===== src/rtl/regfile_seq_ctrl_if.sv =====
// Control bundle between the instruction sequencer and the register-file datapath.
// Purely structural; no latency of its own.
// No backpressure: start is a level sampled by the sequencer, strobes are unconditional.
interface regfile_seq_ctrl_if #(
    parameter int RN = 3,
    parameter int IW = 16
);
    logic          s;
    logic [IW-1:0] instr;
    logic          w;
    logic [RN-1:0] readnum;
    logic [RN-1:0] writenum;
    logic          write;
    logic          loada;
    logic          loadb;
    logic          loadc;
    logic          loads;
    logic          asel;
    logic          vsel;
    logic [1:0]    shift;
    logic [1:0]    alu_op;
    logic          illegal;

    // Instruction-register side: issues start and instruction, watches the strobes.
    modport master (
        output s, instr,
        input  w, readnum, writenum, write, loada, loadb, loadc, loads,
               asel, vsel, shift, alu_op, illegal
    );

    // Sequencer side.
    modport slave (
        input  s, instr,
        output w, readnum, writenum, write, loada, loadb, loadc, loads,
               asel, vsel, shift, alu_op, illegal
    );
endinterface


===== src/rtl/regfile_seq_ctrl.sv =====
// Moore sequencer driving the 8x16 register file / ALU datapath, one instruction at a time.
// Latency: MOV imm 2, MOV reg/MVN/CMP 4, ADD/AND 5, illegal 1 busy cycles after start.
// Start is accepted only while w=1; s is ignored while busy (caller must wait for w).
module regfile_seq_ctrl #(
    parameter int RN = 3,
    parameter int IW = 16
) (
    input  logic               clk,
    input  logic               reset_n,
    regfile_seq_ctrl_if.slave  bus
);
    localparam logic [2:0] ST_WAIT      = 3'd0;
    localparam logic [2:0] ST_DECODE    = 3'd1;
    localparam logic [2:0] ST_WRITE_IMM = 3'd2;
    localparam logic [2:0] ST_GET_A     = 3'd3;
    localparam logic [2:0] ST_GET_B     = 3'd4;
    localparam logic [2:0] ST_ALU       = 3'd5;
    localparam logic [2:0] ST_WRITE_REG = 3'd6;

    logic [2:0]    state_q, state_d;
    logic [IW-1:0] ir_q, ir_d;
    logic          illegal_q, illegal_d;

    // Instruction fields, always taken from the latched copy so late instr changes are harmless.
    logic [2:0]    opcode;
    logic [1:0]    op;
    logic [RN-1:0] rn, rd, rm;
    logic          is_cmp;
    logic          zero_a;

    assign opcode = ir_q[15:13];
    assign op     = ir_q[12:11];
    assign rn     = ir_q[10:8];
    assign rd     = ir_q[7:5];
    assign rm     = ir_q[2:0];
    assign is_cmp = (opcode == 3'b101) && (op == 2'b01);
    // MOV Rd,Rm and MVN pass B through the ALU, so A is forced to zero.
    assign zero_a = (opcode == 3'b110) || ((opcode == 3'b101) && (op == 2'b11));

    // Next-state, instruction latch and sticky illegal flag.
    always_comb begin
        state_d   = state_q;
        ir_d      = ir_q;
        illegal_d = illegal_q;
        case (state_q)
            ST_WAIT: begin
                if (bus.s) begin
                    ir_d      = bus.instr;
                    illegal_d = 1'b0;
                    state_d   = ST_DECODE;
                end
            end
            ST_DECODE: begin
                case ({opcode, op})
                    5'b110_10:                       state_d = ST_WRITE_IMM;
                    5'b110_00, 5'b101_11:            state_d = ST_GET_B;
                    5'b101_00, 5'b101_01, 5'b101_10: state_d = ST_GET_A;
                    default: begin
                        state_d   = ST_WAIT;
                        illegal_d = 1'b1;
                    end
                endcase
            end
            ST_WRITE_IMM: state_d = ST_WAIT;
            ST_GET_A:     state_d = ST_GET_B;
            ST_GET_B:     state_d = ST_ALU;
            ST_ALU:       state_d = is_cmp ? ST_WAIT : ST_WRITE_REG;
            ST_WRITE_REG: state_d = ST_WAIT;
            default:      state_d = ST_WAIT;
        endcase
    end

    // State registers; reset aborts any instruction in flight.
    always_ff @(posedge clk or negedge reset_n) begin
        if (!reset_n) begin
            state_q   <= ST_WAIT;
            ir_q      <= '0;
            illegal_q <= 1'b0;
        end else begin
            state_q   <= state_d;
            ir_q      <= ir_d;
            illegal_q <= illegal_d;
        end
    end

    logic          w_o, write_o, loada_o, loadb_o, loadc_o, loads_o, asel_o, vsel_o;
    logic [RN-1:0] readnum_o, writenum_o;
    logic [1:0]    shift_o, alu_op_o;

    // Moore output decode: every strobe is a function of state and the latched instruction.
    always_comb begin
        w_o        = 1'b0;
        readnum_o  = '0;
        writenum_o = '0;
        write_o    = 1'b0;
        loada_o    = 1'b0;
        loadb_o    = 1'b0;
        loadc_o    = 1'b0;
        loads_o    = 1'b0;
        asel_o     = 1'b0;
        vsel_o     = 1'b0;
        shift_o    = 2'b00;
        alu_op_o   = 2'b00;
        case (state_q)
            ST_WAIT: w_o = 1'b1;
            ST_WRITE_IMM: begin
                writenum_o = rn;
                vsel_o     = 1'b1;
                write_o    = 1'b1;
            end
            ST_GET_A: begin
                readnum_o = rn;
                loada_o   = 1'b1;
            end
            ST_GET_B: begin
                readnum_o = rm;
                loadb_o   = 1'b1;
            end
            ST_ALU: begin
                shift_o  = ir_q[4:3];
                alu_op_o = op;
                asel_o   = zero_a;
                loadc_o  = !is_cmp;
                loads_o  = is_cmp;
            end
            ST_WRITE_REG: begin
                writenum_o = rd;
                write_o    = 1'b1;
            end
            default: ;
        endcase
    end

    assign bus.w        = w_o;
    assign bus.readnum  = readnum_o;
    assign bus.writenum = writenum_o;
    assign bus.write    = write_o;
    assign bus.loada    = loada_o;
    assign bus.loadb    = loadb_o;
    assign bus.loadc    = loadc_o;
    assign bus.loads    = loads_o;
    assign bus.asel     = asel_o;
    assign bus.vsel     = vsel_o;
    assign bus.shift    = shift_o;
    assign bus.alu_op   = alu_op_o;
    assign bus.illegal  = illegal_q;
endmodule


===== src/flat_wrapper.sv =====
// flat-port wrapper written by rule: the top's interface ports become plain ports
module regfile_seq_ctrl_flat 
#(
    parameter int RN = 3,
    parameter int IW = 16
)
  (clk, reset_n, bus_s, bus_instr, bus_w, bus_readnum, bus_writenum, bus_write, bus_loada, bus_loadb, bus_loadc, bus_loads, bus_asel, bus_vsel, bus_shift, bus_alu_op, bus_illegal);
  regfile_seq_ctrl_if #(.RN(RN), .IW(IW)) bus_i ();
  input  logic clk;
  input  logic reset_n;
  input wire logic [$bits(bus_i.s)-1:0] bus_s;
  input wire logic [$bits(bus_i.instr)-1:0] bus_instr;
  output wire logic [$bits(bus_i.w)-1:0] bus_w;
  output wire logic [$bits(bus_i.readnum)-1:0] bus_readnum;
  output wire logic [$bits(bus_i.writenum)-1:0] bus_writenum;
  output wire logic [$bits(bus_i.write)-1:0] bus_write;
  output wire logic [$bits(bus_i.loada)-1:0] bus_loada;
  output wire logic [$bits(bus_i.loadb)-1:0] bus_loadb;
  output wire logic [$bits(bus_i.loadc)-1:0] bus_loadc;
  output wire logic [$bits(bus_i.loads)-1:0] bus_loads;
  output wire logic [$bits(bus_i.asel)-1:0] bus_asel;
  output wire logic [$bits(bus_i.vsel)-1:0] bus_vsel;
  output wire logic [$bits(bus_i.shift)-1:0] bus_shift;
  output wire logic [$bits(bus_i.alu_op)-1:0] bus_alu_op;
  output wire logic [$bits(bus_i.illegal)-1:0] bus_illegal;
  assign bus_i.s = bus_s;
  assign bus_i.instr = bus_instr;
  assign bus_w = bus_i.w;
  assign bus_readnum = bus_i.readnum;
  assign bus_writenum = bus_i.writenum;
  assign bus_write = bus_i.write;
  assign bus_loada = bus_i.loada;
  assign bus_loadb = bus_i.loadb;
  assign bus_loadc = bus_i.loadc;
  assign bus_loads = bus_i.loads;
  assign bus_asel = bus_i.asel;
  assign bus_vsel = bus_i.vsel;
  assign bus_shift = bus_i.shift;
  assign bus_alu_op = bus_i.alu_op;
  assign bus_illegal = bus_i.illegal;
  regfile_seq_ctrl #(.RN(RN), .IW(IW)) u_core (.clk(clk), .reset_n(reset_n), .bus(bus_i));
endmodule

===== config.mk =====
export PLATFORM = sky130hd
export DESIGN_NAME = regfile_seq_ctrl_flat
export DESIGN_NICKNAME = d
export VERILOG_FILES = /design/src/rtl/regfile_seq_ctrl_if.sv /design/src/rtl/regfile_seq_ctrl.sv /design/src/flat_wrapper.sv
export SDC_FILE = /design/constraint.sdc
export NUM_CORES = 1
export LEC_CHECK = 0
export CAP_MARGIN = 25
export CORE_MARGIN = 5
export CORE_UTILIZATION = 40
export CTS_BUF_LIST = sky130_fd_sc_hd__clkbuf_4 sky130_fd_sc_hd__clkbuf_8 sky130_fd_sc_hd__clkbuf_16
export CTS_CLUSTER_DIAMETER = 60
export DETAILED_ROUTE_END_ITERATION = 6
export PLACE_DENSITY = 0.82
export SLEW_MARGIN = 0
export SYNTH_ARGS = -nofsm -noshare
export SYNTH_HDL_FRONTEND = slang
export SYNTH_SLANG_ARGS = --single-unit

===== constraint.sdc =====
create_clock -name clk -period 1.3 [get_ports clk]
set_input_delay 0.26 -clock clk [delete_from_list [all_inputs] [get_ports clk]]
set_output_delay 0.26 -clock clk [all_outputs]
set_load 0.01 [all_outputs]

Word level (Yosys, flattened, before mapping)
Cells that the tools add are included.
- input bits: 19
- output and inout port bits: 19
- word-level logic and storage cells: 52
- flip-flop bits (word level): 20
- multiplexer cells: 19
- reductions and logical operators: 12
- equality and inequality tests: 18
- operators by type and width (cell ; number):
    == test 5 bit (second input constant) ; 6
    == test 3 bit (second input constant) ; 5
    one-hot mux 3 bit (5 select lines) ; 1
    one-hot mux 3 bit (2 select lines) ; 2
    2-to-1 mux 1 bit ; 10
    one-hot mux 3 bit (3 select lines) ; 1
    == test 3 x 2 -> 1 bit (second input constant) ; 2
    2-to-1 mux 3 bit ; 2
    OR reduction 6 bit ; 1
    2-to-1 mux 2 bit ; 2
    != test 2 bit (second input constant) ; 2
    OR reduction 2 bit ; 2
    == test 3 x 1 -> 1 bit (second input constant) ; 1
    logical NOT 3 bit ; 1
    AND reduction 3 bit ; 1
    OR reduction 3 bit ; 1
    == test 2 x 1 -> 1 bit (second input constant) ; 1
    == test 2 bit (second input constant) ; 1
    logical AND 1 bit ; 2
    one-hot mux 1 bit (2 select lines) ; 1
    AND reduction 2 bit ; 1
    nonzero test 2 bit ; 1
    logical NOT 1 bit ; 1
    logical OR 1 bit ; 1

Longest topological paths before layout
- depth in word-level cells: 4
- gate-level depth with buffers: 6
- depth with buffers taken out: 3

Worst setup path after synthesis
Ideal clock, no wire load.
- path type: register to register
- start point: register u_core.state_q[1]
- end point: register u_core.ir_q[0]
- clock period less this slack: 1598 ps
- cell stages (with the launch flop): 7
- arrival time: 1472 ps
- library setup time: 125 ps
- data required time: 1175 ps
- setup slack: -298 ps
- path buffers: 3
- path through: dfrtp_1 buf_6 nor3_2 and2_4 buf_6 buf_12 mux2_4
- longest elaborated chain between the ends: 2
- ends and longest elaborated chain (what ; line ; RTL):
    start: declaration ; regfile_seq_ctrl.sv:20 ; logic [2:0] state_q, state_d;
    start signal: assignment ; regfile_seq_ctrl.sv:80 ; state_q <= state_d;
    logical NOT 3 bit ; regfile_seq_ctrl.sv:45 ; case (state_q)
    AND reduction 2 bit (no source line) ; -- ;
    end signal: assignment ; regfile_seq_ctrl.sv:81 ; ir_q <= ir_d;
    end: declaration ; regfile_seq_ctrl.sv:21 ; logic [IW-1:0] ir_q, ir_d;
No other way between the ends.
A chain may end at the register's enable or synchronous reset.

Final worst setup path
- start point: register u_core.state_q[1]
- end point: output bus_writenum[1]
- longest elaborated chain between the ends: 2
- elaborated cells between the ends (all ways): 3
- those cells by class: eq/ne: 2; mux: 1
- ends and longest elaborated chain (what ; line ; RTL):
    == test 3 bit or == test 3 x 2 -> 1 bit (tied branches) ; regfile_seq_ctrl.sv:104 ; case (state_q)
    one-hot mux 3 bit (2 select lines) (*) ; regfile_seq_ctrl.sv:104 ;
    end: declaration ; flat_wrapper.sv:15 ; output wire logic [$bits(bus_i.writenum)-1:0] bus_writenum;
Mark *: on every way between the ends. The rest lies on a longest branch, timed or not.

==> flow_summary.toml <==
[run_status]
status = "finished with violations"
violations = "negative setup slack"

[layout]
final_common_cell = "buf_4"
syn2layout_area_growth_pct = 71.0
final_util = 0.703
multi_input_comb_area_um2 = 702
nFillCells = 195
seqCellArea_um2 = 503
final_cell_mix = "buf_4, clkdlybuf4s50_1, dfrtp_1, mux2_4, buf_6"
diodes = 0
nets = 188
layout-drive-gt1-share = 0.595

[floorplan]
die-area_mm2 = 0.00397
die_h_um = 63
core.rowCount = 19
die_w_um = 63
initial_core_util = 0.411
ios = 38
core_mm2 = 0.00273

[cts]
htree_levels = 1
cts_buffers = 3
cts_sinks = 20
cts_tree = "built"
cts_hold_buffers = 0
clk_pin_slew_ns = 0.12
cts.path.max_buffers = 2
clk-insertion-delay-late_ns = 0.32
cts_root_buf = "clkbuf_4"

[logic_synthesis]
synthFlopType = "dfrtp_1"
synth_compound_area_frac = 0.101
ys_seq_area_frac = 0.445
synth_mux_area_frac = 0.220
synth_fa_ha_area_frac = 0
syn_nets = 113
synth-xor-area-share = 0
synth_top_family_by_area = "multiplexers"
synth_cells = 94
synth_edf_count = 0
ys_ff_latch = 20
yosys_warnings = 0
syn_area_mm2 = 0.00112
yosys.area_share.simple = 0.185
synth_async_sr_flop_share = 1.00
yosysUniqueCellTypes = 34
avgSynthCellArea_um2 = 12.0

[worst_setup_path]
worstSetupEndpointType = "output pin"
cpMaxStageDelayCell = "dfrtp_2"
max_stage_delay_ns = 0.43
cp_data_arrival_time_ns = 1.51
cp-start-kind = "register"
crit_buf_inv = 3
cp_max_fo = 4
critical_path_class = "reg -> out"
crit_chain = "buf_4 > or2b_1 > buf_6 > nor2_2 > buf_2"
rrSetupSlack_ns = -0.38
cp_top_family = "flip-flops"
crit_required_ns = 1.04

[job]
cap_violations = 0

[grt]
grt_pass1_wl_mm = 5.33
overflow = 0
grt_usage = 0.172
antenna_found_initial = 0
grt_max_degree = 21
first_global_vias = 1113

[power]
switchingPower_uw = 1740
ir_worst_vdd_mv = 1.71
clkPwrFrac = 0.108
leakagePower_uw = 0.000924
swShare = 0.360
seqPwrFrac = 0.251
power_density_mw_per_mm2 = 2520
combinationalPowerShare = 0.641
cell_internal_pwr_uw = 3110

[drt]
viasPerCell = 5.31
drt-pass1-iter-count = 3
antenna_left = 0
wire_per_inst_um = 17.2
drt_wl_total_mm = 3.43
drt_iter0_drc = 25
vias = 1057
drc_errors = 0

[placement]
portBuffers = 37
pre_cts_ws_ns = -0.494
finalWeightedCongestion = 0.802
hpwl_mm = 2.19

[sta]
fmax_ghz = 0.564
slew_headroom = 0.746
worst_slack_ns = -0.474
slew_viol_final = 0
period_minus_slack_ns = 1.77
rsz0062_at_grt = "yes"
finalCritPeriodShare = 1.36
hold_viol = 0
setup_viol_count_final = 37
tightestPinTransition_ns = 0.375
clock_skew_ns = 0.00677

[worst_hold_path]
min_path_type = "in -> async"
==> final cells by class <==
class | instances | area share
timing repair buffer | 73 | 0.322
multi-input combinational | 69 | 0.365
clock inverter | 1 | 0.0156
sequential | 20 | 0.262
clock buffer | 3 | 0.0117
inverter | 2 | 0.00391
tap | 31 | 0.0202
==> per-stage QoR <==
stage	TNS, ns	hold WS, ns	std cells	total power, µW	cell area (µm²)
after floorplan	-2.98	-0.0356	94	2650	1150
after global placement	-10.91	0.496	179	3490	1670
after detailed placement	-11.64	0.495	179	3570	1670
after CTS	-12.92	0.274	194	4490	1820
after global routing	-15.65	0.264	199	5130	1920
final	-13.38	0.268	199	4850	1920
==> kinds of logic (layout without fill, tap and decap cells) <==
family | after synthesis | after routing
and+or+nand+nor | 34 | 35
DFF | 20 | 20
muxes | 19 | 19
AOI/OAI and AO/OA | 15 | 15
buffers and inverters | 6 | 79
==> power groups by stage <==
stage	Combinational [µW]	Clock, µW	Sequential (µW)
after floorplan	1440	0	1210
after global placement	2290	0	1190
after detailed placement	2350	0	1220
after CTS	2760	531	1200
after global routing	3300	569	1260
final	3110	522	1220
==> flip-flops by register name (all words and copies together) (netlist names) <==
name                cells
u_core.bus.illegal      1
u_core.ir_q            16
u_core.state_q          3
==> worst paths after layout <==
check	cells past startpoint	to	start
setup / recovery	5	bus_writenum[1]	u_core.state_q[1]
hold / removal	2	u_core.state_q[1]	reset_n
setup reg to reg	5	u_core.ir_q[0]	u_core.state_q[1]
hold reg to reg	1	u_core.ir_q[2]	u_core.ir_q[2]
max in group asynchronous	2	u_core.state_q[0]	reset_n
min in group clk	1	u_core.ir_q[2]	u_core.ir_q[2]
==> cell usage after synthesis, types with 2 or more instances <==
cell,number,share of area
dfrtp_1,20,0.45
mux2_4,10,0.13
and2_1,6,0.033
mux2_2,6,0.060
nor2_1,6,0.020
nor2b_1,4,0.022
a22o_1,3,0.023
mux2i_1,3,0.027
nand2_1,3,0.010
nor3_1,3,0.013
o21ai_0,3,0.013
a21oi_1,2,0.0089
buf_6,2,0.020
inv_1,2,0.0067
nor4b_1,2,0.016
==> repair_timing <==
item / CTS / global route
setup buffers: 11 / 5
setup endpoints to repair: 36 / 39
cloned: 1 / 0
gates resized for setup: 103 / 15
pin swaps: 19 / 9
==> layer usage <==
metal	up-vias	global-route usage	routed length, µm
li1	493	-	-
met1	519	0.196	1380
met2	31	0.273	1750
met3	14	0.0683	183
met4	0	0.0928	118
met5	-	0	0
Power figures use the tool's default switching activity.
==> variant: new RTL, config.mk and constraints unchanged <==
Make the reset (`reset_n`) synchronous in one clocked block.
--- a/src/rtl/regfile_seq_ctrl.sv
+++ b/src/rtl/regfile_seq_ctrl.sv
@@ -73,3 +73,3 @@
     // State registers; reset aborts any instruction in flight.
-    always_ff @(posedge clk or negedge reset_n) begin
+    always_ff @(posedge clk) begin
         if (!reset_n) begin
Behaviour: differs if reset_n is asserted again (counterexample within 4 cycles, from zero or initial values and one cycle with reset_n low); with reset_n held inactive, the same outputs for 10 cycles.
==> variant against the original RTL <==
The run still ends with setup timing left; critical path depth is 1 lower; area after synthesis is 2.8% lower; wire length is 3.0% lower; sequential cell count stayed put; final area is 6.0% lower; setup slack better by 0.14 ns; clock skew is 0.0055 ns lower; critical path type unchanged.
Power is left out: it rests on default switching activity, and per cell area and clock period it moved more than threefold.
==> variant: results (changes against the original RTL) <==
Crit path max-delay family=simple AND/OR/NAND/NOR gates; failing checks=setup timing; clock root buffer=clkbuf_4; vias in the first global route=1285 (+15%); Distinct cells, synth=33 (-2.9%); later-pin clock latency in the skew report=0.30 ns (-0.02 ns); Routability Congestion=0.831 (+3.6%); outcome=finished, violations left; largest cells by area after synthesis=dfxtp_1 37%, nand2_1 12%, a21boi_1 6.9%; vias per cell=5.18 (-2.5%); Top FF cell, synth=dfxtp_1; Routed WL=3330 um (-3.0%); slowest CP cell=dfxtp_4; Rel. slew slack=82.3% (+7.7 points); Hold Path Class=flop to flop; Worst Slack Setup Final=-0.333 ns (+0.141 ns); pre-CTS setup slack=-0.538 ns (-0.0432 ns); register area share after synthesis=36.7% (-7.9 points); Core ar.=2690 um^2 (-1.7%); pin count of the biggest net entering global routing=17 (-19%); CP max FO=6 (+2); GRT Resource Usage Total=17.7% (+0.53 points); DR iter-0 viols=36 (+44%); Setup Total Neg Slack=-7.77 ns (+5.61 ns); fill count=214 (+9.7%); top cells by count, synth=34 x nand2_1, 20 x dfxtp_1, 10 x a21boi_1; Post-synth ARST share=0% (-100 points); worst stage delay on the critical path=0.40 ns (-0.03 ns); final setup vio count=37 (unchanged); DRT Pass-1 Iters=4 (+1); HPWL Detailed=2310 um (+5.6%); layout cell share with drive strength beyond 1=43.9% (-16 points); post-layout net count=218 (+16%)
-- variant: cell families after synthesis --
logic type | synth area share (%)
and+or+nand+nor | 31.3
AOI/OAI and AO/OA | 22.1
muxes | 2.75
DFF | 36.7
buffers and inverters | 7.22
-- variant: final timing paths --
| kind | to | slack [ns] | depth (start not counted) |
|---|---|---|---|
| min reg2reg | u_core.ir_q[5] | 0.47 | 2 |
| min | u_core.ir_q[5] | 0.47 | 2 |
| max reg2reg | u_core.ir_q[13] | -0.20 | 5 |
| max | bus_loads | -0.33 | 4 |
-- variant: through the flow --
stage | std cells | util, %
floorplan | 132 | -
global placement | 216 | 62.0
detailed placement | 216 | 62.0
CTS | 227 | 64.8
global route | 229 | 67.3
finish | 229 | 67.3
-- variant: layout make-up --
type	instances	area share [%]
clock buffer	4	2.01
inverter	3	0.623
multi-input combinational	98	38.8
sequential	20	22.7
tap	31	2.15
timing repair buffer	73	33.7
-- variant: layer usage --
| metal | up-vias | routed length [um] | global-route usage (%) |
|---|---|---|---|
| met3 | 8 | 189 | 4.68 |
| met5 | - | 0 | 0 |
| met4 | 0 | 66 | 7.96 |
| met2 | 36 | 1760 | 31.6 |
| li1 | 583 | - | - |
| met1 | 559 | 1310 | 19.4 |
-- variant: worst register-to-register path, cell delays in order (launching register included) --
cell	delay (ns)
dfxtp_2	0.36
buf_4	0.16
or4b_4	0.58
buf_6	0.16
nand2_1	0.06
a21boi_0	0.08
-- variant: repair_timing --
item	in CTS	in global routing
resized for setup	98	12
cloned	1	0
setup buffers	6	2
endpoints found under the setup margin	38	38
hold buffers	0	0
pin swaps	5	3
